File: src/rtl/ej32_lsq_if.sv
// Request and byte-wide memory bus bundle for the eJ32 load/store sequencer.
// slave = sequencer side, master = core/memory side.
interface ej32_lsq_if #(
    parameter int unsigned DSZ = 32,
    parameter int unsigned ASZ = 17
);
    logic           req;
    logic           rdy;
    logic           we;
    logic [1:0]     sz;
    logic           sx;
    logic [ASZ-1:0] addr;
    logic [DSZ-1:0] wdata;
    logic           done;
    logic           err;
    logic [DSZ-1:0] rdata;
    logic           mem_en;
    logic           mem_we;
    logic [ASZ-1:0] mem_addr;
    logic [7:0]     mem_wdata;
    logic [7:0]     mem_rdata;

    modport slave (
        input  req, we, sz, sx, addr, wdata, mem_rdata,
        output rdy, done, err, rdata, mem_en, mem_we, mem_addr, mem_wdata
    );

    modport master (
        output req, we, sz, sx, addr, wdata, mem_rdata,
        input  rdy, done, err, rdata, mem_en, mem_we, mem_addr, mem_wdata
    );
endinterface

File: src/rtl/ej32_lsq.sv
// eJ32 load/store sequencer: moves 1/2/4/8 bytes MSB first over a byte-wide memory bus.
// Define EJ32_LS_ALIGN_EN to reject accesses whose address is not a multiple of the size.
module ej32_lsq #(
    parameter int unsigned DSZ = 32,
    parameter int unsigned ASZ = 17
) (
    input logic       clk,
    input logic       rst,
    ej32_lsq_if.slave bus
);

    typedef enum logic [1:0] {StIdle, StXfer, StTail, StFin} state_e;

    // Bit shift that pushes an N-byte right-justified value to the top of the word.
    function automatic int unsigned fill_shift(logic [1:0] s);
        int unsigned nb;
        nb = 32'd8 << s;
        if (nb > DSZ) nb = DSZ;
        return DSZ - nb;
    endfunction

    state_e         state_q, state_d;
    logic [2:0]     i_q, i_d;
    logic           we_q, we_d;
    logic [1:0]     sz_q, sz_d;
    logic           sx_q, sx_d;
    logic [DSZ-1:0] wsh_q, wsh_d;
    logic [DSZ-1:0] acc_q, acc_d;
    logic [DSZ-1:0] rdata_q, rdata_d;
    logic           rdy_q, rdy_d;
    logic           done_q, done_d;
    logic           err_q, err_d;
    logic           mem_en_q, mem_en_d;
    logic           mem_we_q, mem_we_d;
    logic [ASZ-1:0] mem_addr_q, mem_addr_d;
    logic [7:0]     mem_wdata_q, mem_wdata_d;

    logic           accept;
    logic           size_bad;
    logic           misaligned;
    logic           illegal;
    logic           last_beat;
    logic [DSZ-1:0] aligned;
    logic [DSZ-1:0] full;
    logic [DSZ-1:0] mask;
    logic [DSZ-1:0] sign_bit;

    assign accept   = bus.req && rdy_q;
    assign size_bad = (DSZ < 64) && (bus.sz == 2'd3);

`ifdef EJ32_LS_ALIGN_EN
    logic [2:0] req_low;
    assign req_low    = 3'((4'd1 << bus.sz) - 4'd1);
    assign misaligned = (bus.addr[2:0] & req_low) != 3'd0;
`else
    assign misaligned = 1'b0;
`endif

    assign illegal   = size_bad || misaligned;
    assign last_beat = (i_q == 3'((4'd1 << sz_q) - 4'd1));
    assign aligned   = bus.wdata << fill_shift(bus.sz);

    // Final load value: accumulated bytes plus the byte arriving in TAIL.
    assign full     = {acc_q[DSZ-9:0], bus.mem_rdata};
    assign mask     = {DSZ{1'b1}} >> fill_shift(sz_q);
    assign sign_bit = mask & ~(mask >> 1);

    always_comb begin
        state_d     = state_q;
        i_d         = i_q;
        we_d        = we_q;
        sz_d        = sz_q;
        sx_d        = sx_q;
        wsh_d       = wsh_q;
        acc_d       = acc_q;
        rdata_d     = rdata_q;
        done_d      = 1'b0;
        err_d       = 1'b0;
        mem_en_d    = 1'b0;
        mem_we_d    = 1'b0;
        mem_addr_d  = mem_addr_q;
        mem_wdata_d = mem_wdata_q;

        unique case (state_q)
            StIdle, StFin: begin
                if (accept) begin
                    we_d  = bus.we;
                    sz_d  = bus.sz;
                    sx_d  = bus.sx;
                    i_d   = 3'd0;
                    acc_d = '0;
                    if (illegal) begin
                        state_d = StFin;
                        done_d  = 1'b1;
                        err_d   = 1'b1;
                    end else begin
                        state_d     = StXfer;
                        mem_en_d    = 1'b1;
                        mem_we_d    = bus.we;
                        mem_addr_d  = bus.addr;
                        mem_wdata_d = aligned[DSZ-1 -: 8];
                        wsh_d       = aligned << 8;
                    end
                end else begin
                    state_d = StIdle;
                end
            end
            StXfer: begin
                // Read data lags its beat by one cycle, so beat 0 has nothing to collect yet.
                if (!we_q && i_q != 3'd0) acc_d = {acc_q[DSZ-9:0], bus.mem_rdata};
                if (last_beat) begin
                    state_d = we_q ? StFin : StTail;
                    done_d  = we_q;
                end else begin
                    i_d         = i_q + 3'd1;
                    mem_en_d    = 1'b1;
                    mem_we_d    = we_q;
                    mem_addr_d  = mem_addr_q + 1'b1;
                    mem_wdata_d = wsh_q[DSZ-1 -: 8];
                    wsh_d       = wsh_q << 8;
                end
            end
            StTail: begin
                rdata_d = (full & mask) | ((sx_q && |(full & sign_bit)) ? ~mask : '0);
                state_d = StFin;
                done_d  = 1'b1;
            end
        endcase
    end

    assign rdy_d = (state_d == StIdle) || (state_d == StFin);

    always_ff @(posedge clk or negedge rst) begin
        if (!rst) begin
            state_q     <= StIdle;
            i_q         <= 3'd0;
            we_q        <= 1'b0;
            sz_q        <= 2'd0;
            sx_q        <= 1'b0;
            wsh_q       <= '0;
            acc_q       <= '0;
            rdata_q     <= '0;
            rdy_q       <= 1'b1;
            done_q      <= 1'b0;
            err_q       <= 1'b0;
            mem_en_q    <= 1'b0;
            mem_we_q    <= 1'b0;
            mem_addr_q  <= '0;
            mem_wdata_q <= 8'h00;
        end else begin
            state_q     <= state_d;
            i_q         <= i_d;
            we_q        <= we_d;
            sz_q        <= sz_d;
            sx_q        <= sx_d;
            wsh_q       <= wsh_d;
            acc_q       <= acc_d;
            rdata_q     <= rdata_d;
            rdy_q       <= rdy_d;
            done_q      <= done_d;
            err_q       <= err_d;
            mem_en_q    <= mem_en_d;
            mem_we_q    <= mem_we_d;
            mem_addr_q  <= mem_addr_d;
            mem_wdata_q <= mem_wdata_d;
        end
    end

    assign bus.rdy       = rdy_q;
    assign bus.done      = done_q;
    assign bus.err       = err_q;
    assign bus.rdata     = rdata_q;
    assign bus.mem_en    = mem_en_q;
    assign bus.mem_we    = mem_we_q;
    assign bus.mem_addr  = mem_addr_q;
    assign bus.mem_wdata = mem_wdata_q;

endmodule

File: src/flat_wrapper.sv
// flat-port wrapper written by rule: the top's interface ports become plain ports
module ej32_lsq_flat 
#(
    parameter int unsigned DSZ = 32,
    parameter int unsigned ASZ = 17
)
  (clk, rst, bus_req, bus_we, bus_sz, bus_sx, bus_addr, bus_wdata, bus_mem_rdata, bus_rdy, bus_done, bus_err, bus_rdata, bus_mem_en, bus_mem_we, bus_mem_addr, bus_mem_wdata);
  ej32_lsq_if #(.DSZ(DSZ), .ASZ(ASZ)) bus_i ();
  input logic clk;
  input logic rst;
  input wire logic [$bits(bus_i.req)-1:0] bus_req;
  input wire logic [$bits(bus_i.we)-1:0] bus_we;
  input wire logic [$bits(bus_i.sz)-1:0] bus_sz;
  input wire logic [$bits(bus_i.sx)-1:0] bus_sx;
  input wire logic [$bits(bus_i.addr)-1:0] bus_addr;
  input wire logic [$bits(bus_i.wdata)-1:0] bus_wdata;
  input wire logic [$bits(bus_i.mem_rdata)-1:0] bus_mem_rdata;
  output wire logic [$bits(bus_i.rdy)-1:0] bus_rdy;
  output wire logic [$bits(bus_i.done)-1:0] bus_done;
  output wire logic [$bits(bus_i.err)-1:0] bus_err;
  output wire logic [$bits(bus_i.rdata)-1:0] bus_rdata;
  output wire logic [$bits(bus_i.mem_en)-1:0] bus_mem_en;
  output wire logic [$bits(bus_i.mem_we)-1:0] bus_mem_we;
  output wire logic [$bits(bus_i.mem_addr)-1:0] bus_mem_addr;
  output wire logic [$bits(bus_i.mem_wdata)-1:0] bus_mem_wdata;
  assign bus_i.req = bus_req;
  assign bus_i.we = bus_we;
  assign bus_i.sz = bus_sz;
  assign bus_i.sx = bus_sx;
  assign bus_i.addr = bus_addr;
  assign bus_i.wdata = bus_wdata;
  assign bus_i.mem_rdata = bus_mem_rdata;
  assign bus_rdy = bus_i.rdy;
  assign bus_done = bus_i.done;
  assign bus_err = bus_i.err;
  assign bus_rdata = bus_i.rdata;
  assign bus_mem_en = bus_i.mem_en;
  assign bus_mem_we = bus_i.mem_we;
  assign bus_mem_addr = bus_i.mem_addr;
  assign bus_mem_wdata = bus_i.mem_wdata;
  ej32_lsq #(.DSZ(DSZ), .ASZ(ASZ)) u_core (.clk(clk), .rst(rst), .bus(bus_i));
endmodule
File: config.mk
export PLATFORM = sky130hd
export DESIGN_NAME = ej32_lsq_flat
export DESIGN_NICKNAME = d
export VERILOG_FILES = /design/src/rtl/ej32_lsq_if.sv /design/src/rtl/ej32_lsq.sv /design/src/flat_wrapper.sv
export SDC_FILE = /design/constraint.sdc
export NUM_CORES = 1
export LEC_CHECK = 0
export ABC_AREA = 1
export BUFFER_PORTS_ARGS = -buffer_cell sky130_fd_sc_hd__clkbuf_2
export CORE_MARGIN = 1
export CORE_UTILIZATION = 51
export CTS_CLUSTER_SIZE = 12
export DETAILED_ROUTE_END_ITERATION = 16
export GPL_ROUTABILITY_DRIVEN = 0
export PLACE_DENSITY = 0.77
export SLEW_MARGIN = 0
export SYNTH_ARGS = -nofsm -noshare
export SYNTH_HDL_FRONTEND = slang
export SYNTH_SLANG_ARGS = --single-unit
File: constraint.sdc
create_clock -name clk -period 2.08 [get_ports clk]
set_input_delay 0.208 -clock clk [delete_from_list [all_inputs] [get_ports clk]]
set_output_delay 0.208 -clock clk [all_outputs]
set_load 0.02 [all_outputs]
==> metrics.yaml <==
grt_start_max_net_pins: 59
worstHoldStart: "bus_addr[12]"
grt_pass1_wl_um: 27200
max_slew.worst_pin.slew_ns: 0.544
wl_per_cell_um: 14.1
netlist_area_mm2: 0.00657
vias: 6373
nFillCells: 1076
stdcell_area_mm2: 0.00814
grt.total_usage_pct: 26.4
first_global_vias: 5770
synth-seq-cells: 119
status: "completed"
peakVddDrop_v: 0.000737
clk_pin_slew_worst_paths_ns: 0.06
drtIter0Drc: 559
setup.worst_path.class: "flop to flop"
p_leak_nw: 4.17
cts_max_level: 4
min_period_ns: 1.97
finClkSkew_ns: 0.00858
yosysSeqAreaShare_pct: 45.3
power.density_mw_per_mm2: 1550
route.detailed.drc: 0
multi_input_area_mm2: 0.00310
place_inst: 1163
initial_core_util_pct: 52.3
power_mw: 12.6
setup_tns_ns: 0
area_delta_synth_final_pct: 23.9
dieArea_mm2: 0.0133
layout.cells.non_filler: 1197
cp-end-kind: "flop"
hold_end: "u_core.bus.mem_addr[12]"
setup_viol: 0
cts_buffers: 17
rows: 41
clockRootBuffer: "clkbuf_16"
min_path_cells: 3
worstPathRequired_ns: 2.42
viasPerCell: 5.32
nNetsFinal: 1084
r2r_setup_slack_ns: 0.11
die_width_um: 116
ys_warn_count: 0
finalMaxSlewViolations: 0
synth_top_cell_by_area: "dfrtp_1"
hold_path.class: "input pin to flop"
synth.distinct_cells: 39
maxSlewHeadroom_pct: 63.8
synth_top_area_share_pct: 44.9
clock-sinks: 119
clk_latency_ns: 0.42
hold_violations: 0
io_pins: 126
period_share_pct: 94.8
portBuffers: 125
clock.fmax_ghz: 0.507
antenna_left: 0
synthTopCellsByArea: "dfrtp_1 45%, nand2_1 15%, o21ai_0 5.9%"
antenna_found_initial: 0
fp.coreArea_mm2: 0.0126
syn_area_per_cell_um2: 7.44
ff2ff_path_depth: 10
drt_pass1_iterations: 5
diodes: 0
worstPathMaxFanout: 24
final_layout_size_suffix_gt1_share_pct: 22.6
critPathArrivalTime_ns: 2.31
die_h_um: 116
grt-ovfl-total: 0
place_area_mm2: 0.00745
cts_tree: "done"
syn_inst: 883
timing.rr.start: "u_core.state_q[0]"
drv_cap: 0
wirelength_um: 16900
setup.worst_path.start_class: "flop"
r2r-end: "u_core.wsh_q[18]"
dp_hpwl_um: 11800
regArea_mm2: 0.00298
clockBufferDepth: 2
rsz0062_at_grt: "true"
==> stage by stage <==
stage / utilization, % / setup WS [ns] / hold slack [ns]
2_1_floorplan: - / 0.00897 / -0.0876
5_1_grt: 64.8 / -0.0167 / 0.0329
3_5_place_dp: 59.3 / 0.0660 / 0.200
4_1_cts: 64.1 / 0.0402 / 0.00883
3_3_place_gp: 59.3 / 0.109 / 0.198
6_report: 64.8 / 0.108 / 0.0197
==> layout make-up <==
class / count / share of cell area [%]
multi-input combinational: 627 / 38.1
sequential: 119 / 36.6
clock buffer: 19 / 5.56
tap: 172 / 2.64
inverter: 97 / 4.59
timing repair buffer: 150 / 10.8
clock inverter: 13 / 1.78
==> synthesized netlist by cell type <==
cell        n
buf_2      12
a21boi_0    2
nand4_1     7
conb_1      1
nand3_1    75
nor2_4      1
a22oi_1     4
o31ai_1     2
a21oi_1    46
buf_1       3
inv_1      92
buf_6       4
dfrtp_1   118
o211ai_1   12
nand2_2     2
nand3_2     3
o21a_1      1
a21o_1      1
nand2_1   254
inv_4       1
clkbuf_1   21
nand3b_1    2
a21oi_2     8
nor3_1     11
o21ai_0    78
o21ai_1    16
nor2_1     69
nand3b_4    1
ha_1        8
dfstp_2     1
nand3_4     4
o22ai_1     2
xor2_1      4
nor3_2      1
inv_2       4
nor2_2      3
nand2_4     2
or2_2       6
buf_4       1
==> sequential cells by signal, summed over array words and instances, names as in the netlist, 2 cells and up <==
register              flops
u_core.acc_q             24
u_core.bus.mem_addr      17
u_core.bus.mem_wdata      8
u_core.bus.rdata         32
u_core.i_q                3
u_core.state_q            2
u_core.sz_q               2
u_core.wsh_q             24
==> layer usage <==
| layer | global-route usage (%) | share of wire (%) | wire length (µm) |
|---|---|---|---|
| met5 | 0 | 0 | 0 |
| met2 | 41.1 | 47 | 7990 |
| met4 | 10.4 | 1.8 | 307 |
| met3 | 6.28 | 7.0 | 1180 |
| met1 | 35.7 | 44 | 7400 |
==> critical path: stages (launching register included) <==
cell     delay (ns)
dfrtp_1        0.38
inv_1          0.09
ha_2           0.32
nand3_1        0.15
o21ai_0        0.11
nor2_1         0.18
nand2_4        0.16
inv_8          0.18
buf_12         0.18
nand2_1        0.06
o21ai_1        0.07
==> power breakdown <==
| part | internal (mW) | switching [mW] | total [mW] | leakage [nW] |
|---|---|---|---|---|
| Sequential | 3.13 | 0.680 | 3.81 | 1.52 |
| Combinational | 1.91 | 3.95 | 5.86 | 2.36 |
| Clock | 1.84 | 1.12 | 2.96 | 0.292 |
==> placed cells by master, fill, tap and decap left out, types with 3 or more instances in the layout <==
cell type | Yosys | final
nand2_1 | 254 | 252
clkbuf_2 | 0 | 124
dfrtp_1 | 118 | 117
inv_1 | 92 | 92
o21ai_0 | 78 | 78
nand3_1 | 75 | 75
nor2_1 | 69 | 68
a21oi_1 | 46 | 39
buf_4 | 1 | 19
clkbuf_16 | 0 | 17
o21ai_1 | 16 | 16
a21oi_2 | 8 | 15
o211ai_1 | 12 | 12
nor3_1 | 11 | 11
nand4_1 | 7 | 7
or2_2 | 6 | 6
nand3_4 | 4 | 5
ha_1 | 8 | 5
nand2_4 | 2 | 4
a22oi_1 | 4 | 4
xor2_1 | 4 | 4
buf_12 | 0 | 4
inv_2 | 4 | 3
nor2_2 | 3 | 3
clkinv_4 | 0 | 3
clkinv_2 | 0 | 3
==> cells by family after synthesis <==
kind of cell	share of synthesized area, %
buffers and inverters	8.67
DFF	45.3
adders and majority gates	1.52
other	0.0571
xor gates and xnor gates	0.533
and+or+nand+nor	29.4
AOI/OAI and AO/OA	14.4
==> worst max-delay path by stage <==
stage,from,slack (ns),endpoint
global route,u_core.sz_q[0],-0.02,u_core.wsh_q[26]
floorplan,bus_sz[0],0.009,u_core.wsh_q[31]
CTS,u_core.sz_q[1],0.04,u_core.bus.rdata[26]
finish,u_core.state_q[0],0.11,u_core.wsh_q[18]
global placement,u_core.sz_q[1],0.11,u_core.bus.rdata[29]
detailed placement,u_core.sz_q[1],0.07,u_core.bus.rdata[27]
==> timing repair <==
item                                    in CTS  in global routing
hold buffers                                 1                  0
endpoints found under the setup margin       0                 57
buffers inserted                             0                  1
gates resized for setup                      0                 21
hold endpoints to repair                    31                  0
(Power assumes the default switching activity.)
